### src/rtl/debug_pipe_ctrl.sv
// rtl/debug_pipe_ctrl.sv - debug-unit controller: program load, run/step and drain of the pipeline
`ifndef ADDRWIDTH
`define ADDRWIDTH 5
`endif
`ifndef N_ELEMENTS
`define N_ELEMENTS 32
`endif

module debug_pipe_ctrl #(
  parameter int NB_INST    = 32,
  parameter int NB_ADDR    = `ADDRWIDTH,
  parameter int MEM_SIZEB  = `N_ELEMENTS,
  parameter int PIPE_DRAIN = 4
) (
  input  logic               i_clk,
  input  logic               i_reset,
  input  logic               i_rx_valid,
  input  logic [7:0]         i_rx_byte,
  input  logic [NB_INST-1:0] i_fetch_instr,
  output logic               o_debug_unit,
  output logic               o_mem_wen,
  output logic               o_mem_ren,
  output logic [NB_INST-1:0] o_mem_data,
  output logic [NB_ADDR-1:0] o_wr_addr,
  output logic               o_enable_pipe,
  output logic               o_pipe_clear,
  output logic               o_load_done,
  output logic               o_halted,
  output logic               o_error,
  output logic [31:0]        o_cycle_count
);

  localparam logic [5:0] HALT_OP = 6'b111111;
  localparam logic [7:0] CMD_L   = 8'h4C;
  localparam logic [7:0] CMD_R   = 8'h52;
  localparam logic [7:0] CMD_S   = 8'h53;
  localparam int NBYTES = NB_INST / 8;
  localparam int BC_W   = (NBYTES > 1) ? $clog2(NBYTES) : 1;
  localparam int DW     = $clog2(PIPE_DRAIN + 1);
  localparam logic [BC_W-1:0]    LAST_BYTE  = BC_W'(NBYTES - 1);
  localparam logic [DW-1:0]      LAST_DRAIN = DW'(PIPE_DRAIN - 1);
  localparam logic [NB_ADDR-1:0] LAST_ADDR  = NB_ADDR'(MEM_SIZEB - 1);

  typedef enum logic [2:0] {
    ST_IDLE,
    ST_LOAD,
    ST_CLEAR,
    ST_RUN,
    ST_STEP,
    ST_DRAIN,
    ST_DONE
  } state_t;

  state_t              state;
  logic [NB_INST-9:0]  asm_reg;    // bytes of the word being assembled, MSB first
  logic [BC_W-1:0]     byte_cnt;
  logic                run_mode;   // remembers whether CLEAR leads to RUN or STEP
  logic [DW-1:0]       drain_cnt;

  logic rx_l, rx_r, rx_s;
  logic fetch_halt, wr_halt;
  logic fetch_unused;

  assign rx_l       = i_rx_valid && (i_rx_byte == CMD_L);
  assign rx_r       = i_rx_valid && (i_rx_byte == CMD_R);
  assign rx_s       = i_rx_valid && (i_rx_byte == CMD_S);
  assign fetch_halt = (i_fetch_instr[NB_INST-1 -: 6] == HALT_OP);
  assign wr_halt    = (o_mem_data[NB_INST-1 -: 6] == HALT_OP);
  assign fetch_unused = ^i_fetch_instr[NB_INST-7:0];

  // Controller FSM with all outputs registered; write strobe and enable live in disjoint states
  always_ff @(posedge i_clk or negedge i_reset) begin
    if (!i_reset) begin
      state         <= ST_IDLE;
      asm_reg       <= '0;
      byte_cnt      <= '0;
      run_mode      <= 1'b0;
      drain_cnt     <= '0;
      o_debug_unit  <= 1'b0;
      o_mem_wen     <= 1'b0;
      o_mem_ren     <= 1'b1;
      o_mem_data    <= '0;
      o_wr_addr     <= '0;
      o_enable_pipe <= 1'b0;
      o_pipe_clear  <= 1'b0;
      o_load_done   <= 1'b0;
      o_halted      <= 1'b0;
      o_error       <= 1'b0;
      o_cycle_count <= '0;
    end else begin
      o_pipe_clear <= 1'b0;
      o_mem_wen    <= 1'b0;
      if (o_enable_pipe && (o_cycle_count != 32'hFFFF_FFFF)) begin
        o_cycle_count <= o_cycle_count + 32'd1;
      end

      case (state)
        ST_IDLE, ST_DONE: begin
          if (rx_l) begin
            state        <= ST_LOAD;
            o_debug_unit <= 1'b1;
            o_mem_ren    <= 1'b0;
            o_load_done  <= 1'b0;
            o_halted     <= 1'b0;
            o_error      <= 1'b0;
            o_wr_addr    <= '0;
            byte_cnt     <= '0;
          end else if ((rx_r || rx_s) && o_load_done) begin
            state         <= ST_CLEAR;
            o_pipe_clear  <= 1'b1;
            o_cycle_count <= '0;
            o_halted      <= 1'b0;
            run_mode      <= rx_r;
          end
        end

        ST_LOAD: begin
          // Assembly keeps going while the previous word is being written
          if (i_rx_valid) begin
            if (byte_cnt == LAST_BYTE) begin
              o_mem_data <= {asm_reg, i_rx_byte};
              o_mem_wen  <= 1'b1;
              byte_cnt   <= '0;
            end else begin
              asm_reg  <= {asm_reg[NB_INST-17:0], i_rx_byte};
              byte_cnt <= byte_cnt + BC_W'(1);
            end
          end
          if (o_mem_wen) begin
            if (wr_halt) begin
              state        <= ST_IDLE;
              o_load_done  <= 1'b1;
              o_debug_unit <= 1'b0;
              o_mem_ren    <= 1'b1;
            end else if (o_wr_addr == LAST_ADDR) begin
              state        <= ST_IDLE;
              o_error      <= 1'b1;
              o_debug_unit <= 1'b0;
              o_mem_ren    <= 1'b1;
            end else begin
              o_wr_addr <= o_wr_addr + NB_ADDR'(1);
            end
          end
        end

        ST_CLEAR: begin
          // Run starts enabled; step starts with the single step of the accepting 'S'
          o_enable_pipe <= 1'b1;
          state         <= run_mode ? ST_RUN : ST_STEP;
        end

        ST_RUN: begin
          if (o_enable_pipe && fetch_halt) begin
            state     <= ST_DRAIN;
            drain_cnt <= '0;
          end
        end

        ST_STEP: begin
          if (o_enable_pipe && fetch_halt) begin
            state     <= ST_DRAIN;
            drain_cnt <= '0;
          end else if (rx_r) begin
            state         <= ST_RUN;
            o_enable_pipe <= 1'b1;
          end else begin
            o_enable_pipe <= rx_s;
          end
        end

        ST_DRAIN: begin
          if (drain_cnt == LAST_DRAIN) begin
            state         <= ST_DONE;
            o_enable_pipe <= 1'b0;
            o_halted      <= 1'b1;
          end else begin
            drain_cnt <= drain_cnt + DW'(1);
          end
        end

        default: begin
          state         <= ST_IDLE;
          o_enable_pipe <= 1'b0;
        end
      endcase
    end
  end

endmodule

### config.mk
export PLATFORM = sky130hd
export DESIGN_NAME = debug_pipe_ctrl
export DESIGN_NICKNAME = d
export VERILOG_FILES = /design/src/rtl/debug_pipe_ctrl.sv
export SDC_FILE = /design/constraint.sdc
export NUM_CORES = 1
export LEC_CHECK = 0
export CAP_MARGIN = 20
export CELL_PAD_IN_SITES_DETAIL_PLACEMENT = 1
export CELL_PAD_IN_SITES_GLOBAL_PLACEMENT = 1
export CORE_MARGIN = 5
export CORE_UTILIZATION = 39
export DETAILED_ROUTE_END_ITERATION = 8
export PLACE_DENSITY_LB_ADDON = 0.1
export RECOVER_POWER = 100
export SLEW_MARGIN = 25
export SYNTH_ARGS = -nofsm -noshare
export SYNTH_HDL_FRONTEND = slang
export SYNTH_SLANG_ARGS = --single-unit
### constraint.sdc
create_clock -name i_clk -period 2.5 [get_ports i_clk]
set_input_delay 0.625 -clock i_clk [delete_from_list [all_inputs] [get_ports i_clk]]
set_output_delay 0.625 -clock i_clk [all_outputs]
set_load 0.01 [all_outputs]
# ---- After elaboration in Yosys (flattened, before gate mapping)
# Index checks and enable logic that the tools add are counted.
dict set report classes {
  n_shift 0
  n_addsub 4
  n_mux 57
  order_cmp 0
  bitwise_logic 3
  div 0
  n_eq_ne 30
  n_mul 0
  reduce_logical 26
}
# operator count
set op_table {}
lappend op_table {{$mux W32} 4}
lappend op_table {{$mux W3} 12}
lappend op_table {{$add A32 B1 Y32 const B} 1}
lappend op_table {{$ne A32 B32 Y1 const B} 1}
lappend op_table {{$eq A8 B7 Y1 const B} 3}
lappend op_table {{$mux W1} 24}
lappend op_table {{$ne A2 B2 Y1 const B} 11}
lappend op_table {{$reduce_and A3 Y1} 7}
lappend op_table {{$mux W5} 4}
lappend op_table {{$pmux W3 S6} 1}
lappend op_table {{$eq A6 B6 Y1 const B} 2}
lappend op_table {{$pmux W1 S2} 5}
lappend op_table {{$pmux W5 S2} 1}
lappend op_table {{$reduce_and A5 Y1} 2}
lappend op_table {{$eq A3 B2 Y1 const B} 3}
lappend op_table {{$eq A3 B3 Y1 const B} 3}
lappend op_table {{$ne A3 B3 Y1 const B} 3}
lappend op_table {{$reduce_and A4 Y1} 2}
lappend op_table {{$logic_and A1 B1 Y1} 6}
lappend op_table {{$mux W2} 3}
lappend op_table {{$pmux W3 S2} 1}
lappend op_table {{$reduce_and A6 Y1} 1}
lappend op_table {{$reduce_bool A2 Y1} 3}
lappend op_table {{$add A5 B1 Y5 const B} 1}
lappend op_table {{13 further kinds} 16}
dict set report totals {
  ff_bits 110
  ram_bits 0
  latch_bits 0
  memories 0
  rom_bits 0
  word_cells 136
}

# ---- Longest topological paths before layout
dict set report logic_depth {
  word_depth 7
  ltp_mapped 7
}

# ---- Least setup slack after synthesis
# OpenSTA, ideal clock, no wires.
dict set report synth_timing {
  path_type {input to register}
  start {input i_rx_byte[3]}
  end {register o_cycle_count[10]}
  setup_ps 136
  t_arrival_ps 2024
  slack_ps 340
  cell_stages 6
  n_path_buf 2
  cell_sequence {or4bb_1 > nor2_1 > and3_1 > clkbuf_1 > clkbuf_1 > a21oi_1}
}
dict set report synth_via {
  elab_chain_len 7
  word_cells_on_any_way 11
  classes_between {eq/ne: 3; mux: 3; reduce/logical: 5}
}
# element line_no
set synth_lines {}
lappend synth_lines {{from (decl)} 18} ;# input logic [7:0] i_rx_byte,
lappend synth_lines {{$eq A8 B7 Y1, on equally long branches} {65, 66}}
lappend synth_lines {{$logic_and A1 B1 Y1, on equally long branches} {65, 66}}
lappend synth_lines {{$logic_or A1 B1 Y1} 108} ;# end else if ((rx_r || rx_s) && o_load_done) begin
lappend synth_lines {{$logic_and A1 B1 Y1} 108}
lappend synth_lines {{$mux W32} 108}
lappend synth_lines {{$mux W32 (*)} 99} ;# if (rx_l) begin
lappend synth_lines {{$mux W32 (*)} 97} ;# case (state)
lappend synth_lines {{to (signal assigned)} 94} ;# o_cycle_count <= o_cycle_count + 32'd1;
lappend synth_lines {{to (decl)} 30} ;# output logic [31:0] o_cycle_count
# Mark *: on every way between the ends. The rest lies on a longest branch, timed or not.
# A chain may end at the register's enable or synchronous reset.

# ---- Worst setup path in the final report
dict set report layout_timing {
  start {input i_rx_byte[4]}
  end {register state[1]}
}
dict set report layout_via {
  elab_chain_len 6
  word_cells_on_any_way 13
  classes_between {eq/ne: 5; mux: 2; reduce/logical: 6}
}
# element line_no
set layout_lines {}
lappend layout_lines {{$eq A8 B7 Y1, on equally long branches} {65, 66}}
lappend layout_lines {{$logic_and A1 B1 Y1, on equally long branches} {65, 66}}
lappend layout_lines {{$logic_or A1 B1 Y1} 108}
lappend layout_lines {{$logic_and A1 B1 Y1} 108}
lappend layout_lines {{$ne A3 B3 Y1 (no source line)} -}
lappend layout_lines {{$reduce_and A6 Y1 (no source line)} -}
lappend layout_lines {{to (signal assigned)} 149} ;# state <= run_mode ? ST_RUN : ST_STEP;
lappend layout_lines {{to (decl)} 54} ;# state_t state;
# Parallel ways exist; a longest one is shown, timed or not.

==> results.md <==
- Worst reg2reg startpoint: o_cycle_count[12]$_DFF_PN0_
- Post-synth top area cell: dfrtp_1
- WP data required: 2740 ps
- Most frequent cells after synthesis: 109 x dfrtp_1, 59 x mux2_2, 32 x o21ai_0, 29 x nor2_1, 28 x a21oi_1
- Register area share after synthesis: 54.15%
- Synthesized net count: 503
- Max-cap violation count: 1
- Clock root cell: clkbuf_16
- Iteration-0 DRC count of the detailed router: 130
- Synthesized instance count: 454
- Initial Utilization: 39.98%
- Post-CTS setup buffer count: 0
- Setup CP Type: primary input to flop
- Top Ports: 120
- DR DRC count: 0
- CTS H-tree depth: 3
- Fin Clk Skew: 8.124 ps
- Complex-gate fraction of the synthesized area: 10.97%
- CTS clock-pin slew for the worst setup and hold paths: 80 ps
- Row cnt: 41
- Power Density: 1063 mW/mm2
- Worst hold path class: flop to flop
- Largest vdd supply drop: 0.4675 mV
- Fraction of layout cells with a size suffix above 1: 18.74%
- Simple-gate area share of the yosys netlist: 16.09%
- GRT overflow: 0
- Vias in the first global route: 4309
- Layout Nets: 615
- Final Wtd Congestion: 0.8456
- Cts bufs inserted: 9
- Final Max Tran Viols: 29
- Total core area: 0.01272 mm2
- DRT Pass-1 Iters: 4
- Failing checks: max-capacitance violations, max-slew violations
- Least-Margin Pin Slew: 1855 ps
- DIE AREA: 0.01543 mm2
- Max Clock Freq: 424.2 MHz
- R2R depth: 5
- DPL Wire Length: 9538 um
- CP peak stage delay: 550 ps
- Synth top area cells: dfrtp_1 54%, mux2_2 13%, o21ai_0 3.1%
- Top-count cell post-synth: dfrtp_1
- DR WL/cell: 17.56 um
- Setup TNS: 0 ps
- Detail Route Antenna Nets: 0
- Cell Chain, Critical Path: clkdlybuf4s50_1 > or4bb_1 > o311ai_0 > nand4_1 > mux2_2
- EDFF count, synth: 0
- Synth Area per Inst: 11.20 um2
- RSZ-0062 raised after global routing: no
- Slowest CP cell: or4bb_1
- Most used flip-flop cell after synthesis: dfrtp_1
- Largest net degree at the start of global routing: 50
- Mux share of post-synthesis cell area: 13.06%
- Final setup vio count: 0
- Post-cts repair resize count: 0
- R2R Path End: o_cycle_count[21]$_DFF_PN0_
- Syn Std Cell Area: 0.005086 mm2
- Status: complete, but fails checks
- Main combinational cell family by area after synthesis: simple AND/OR/NAND/NOR gates
- Minimum clock period: 2357 ps
- Slew headroom: -23.69%
- Placed cells: 727
- Async set-reset flop share out of synthesis: 100.0%
- Finished Layout Cells: 743
- Area Growth Syn to Fin: 30.55%
- Hold Path End: o_mem_data[14]$_DFFE_PN0P_
- Global-route wire length before repair: 22010 um
- Clock sink count: 110
- Die Span Y: 124.2 um
- Synth warn: 0
- Longest Clk Path Bufs: 2
- Initial antenna violation count: 0
- All-Layer GR Usage: 17.11%
- Hold_sp: o_mem_data[14]$_DFFE_PN0P_
- WHS Path Cells: 1
- Chip width: 124.2 um
- Top cell type's share of synthesized area: 53.63%
- Post-DR vias/cell: 5.410
- CP Capture Type: flop
- R2R setup slack: 170 ps
- CTS tree: done
- Final WL: 13050 um
- Critical Path Source: i_rx_byte[4]
- Synth cell types: 59
- Final Cycle Share: 94.29%
- Crit start category: primary input
- N_diodes: 0
- Vias: 4020
- #FFs+latches synth: 110
- Post-synthesis adder-cell area fraction: 1.476%
- Max FO, Critical Path: 3
- Worst-Skew Late Latency: 350 ps
- Final Hold Fails: 0
- CP Data Arrival Time: 2590 ps
- IO buf count: 93
- Static Leak: 2.936 nW
- Xor and xnor area share after synthesis: 1.722%
- CTS Hold Bufs: 0
-- cell type report --
cell class | count | area, um2
well taps | 172 | 215.2
clock buffers | 10 | 229.0
multi-input cells | 315 | 2200
inverters | 10 | 37.54
clock inverters | 6 | 62.56
repair buffers | 120 | 1142
fillers | 1425 | 6082
flip-flops and latches | 110 | 2754
-- how the worst max path moves through the flow --
stage                                       end  cells after the start
finish                     state[1]$_DFFE_PN0P_                      5
global placement           state[1]$_DFFE_PN0P_                      5
CTS                        state[1]$_DFFE_PN0P_                      5
floorplan           o_cycle_count[10]$_DFF_PN0_                      6
detailed placement         state[1]$_DFFE_PN0P_                      5
global route            byte_cnt[1]$_DFFE_PN0P_                      8
-- power breakdown --
group | switching [mW] | internal [mW]
sequential | 0.538 | 2.35
clock | 0.705 | 0.706
combinational | 1.39 | 1.37
total | 2.63 | 4.42
-- cells by family after synthesis --
family	count (synthesis)
and+or+nand+nor	148
DFF	110
AOI/OAI and AO/OA	92
muxes	59
buffers and inverters	29
xor gates and xnor gates	10
adders and majority gates	6
-- stage by stage --
stage | utilization (%) | hold WS [ps] | setup WS, ps | instance area (um2) | total power [mW]
2_1_floorplan | - | 329.4 | 339.8 | 5086 | 4.510
3_5_place_dp | 50.35 | 493.5 | -209.3 | 6406 | 5.876
3_3_place_gp | 50.35 | 476.6 | -165.2 | 6406 | 5.729
5_1_grt | 52.19 | 526.8 | 48.60 | 6640 | 7.590
6_report | 52.19 | 504.0 | 142.7 | 6640 | 7.056
4_1_cts | 52.65 | 227.7 | 129.8 | 6698 | 7.334
-- worst max-delay path: cells and delay by family --
kind	cells	cell delay, ps
buffers and inverters	1	470
AOI/OAI and AO/OA	1	440
muxes	1	310
and+or+nand+nor	2	740
-- per-layer routing --
layer	up-vias	global-route usage, %	share of wire (%)
met5	-	0	0
met4	0	5.351	1.5
met3	17	4.717	4.8
met2	72	29.52	51
met1	2042	20.76	43
li1	1889	-	-
-- layout by cell type (no fill, tap or decap), types with 6 or more instances in the layout --
| cell type | n |
|---|---|
| mux2_2 | 59 |
| clkdlybuf4s50_1 | 13 |
| clkbuf_1 | 8 |
| dfrtp_1 | 109 |
| xnor2_1 | 6 |
| and3_1 | 7 |
| a21oi_1 | 28 |
| ha_1 | 6 |
| inv_1 | 10 |
| or3_1 | 19 |
| nor2_1 | 29 |
| nand4_1 | 9 |
| nand3_1 | 21 |
| o21ai_0 | 32 |
| dlygate4sd3_1 | 79 |
| clkbuf_16 | 9 |
| buf_4 | 14 |
| nand2_1 | 27 |
Note: power is estimated with default switching activity, not from simulation.
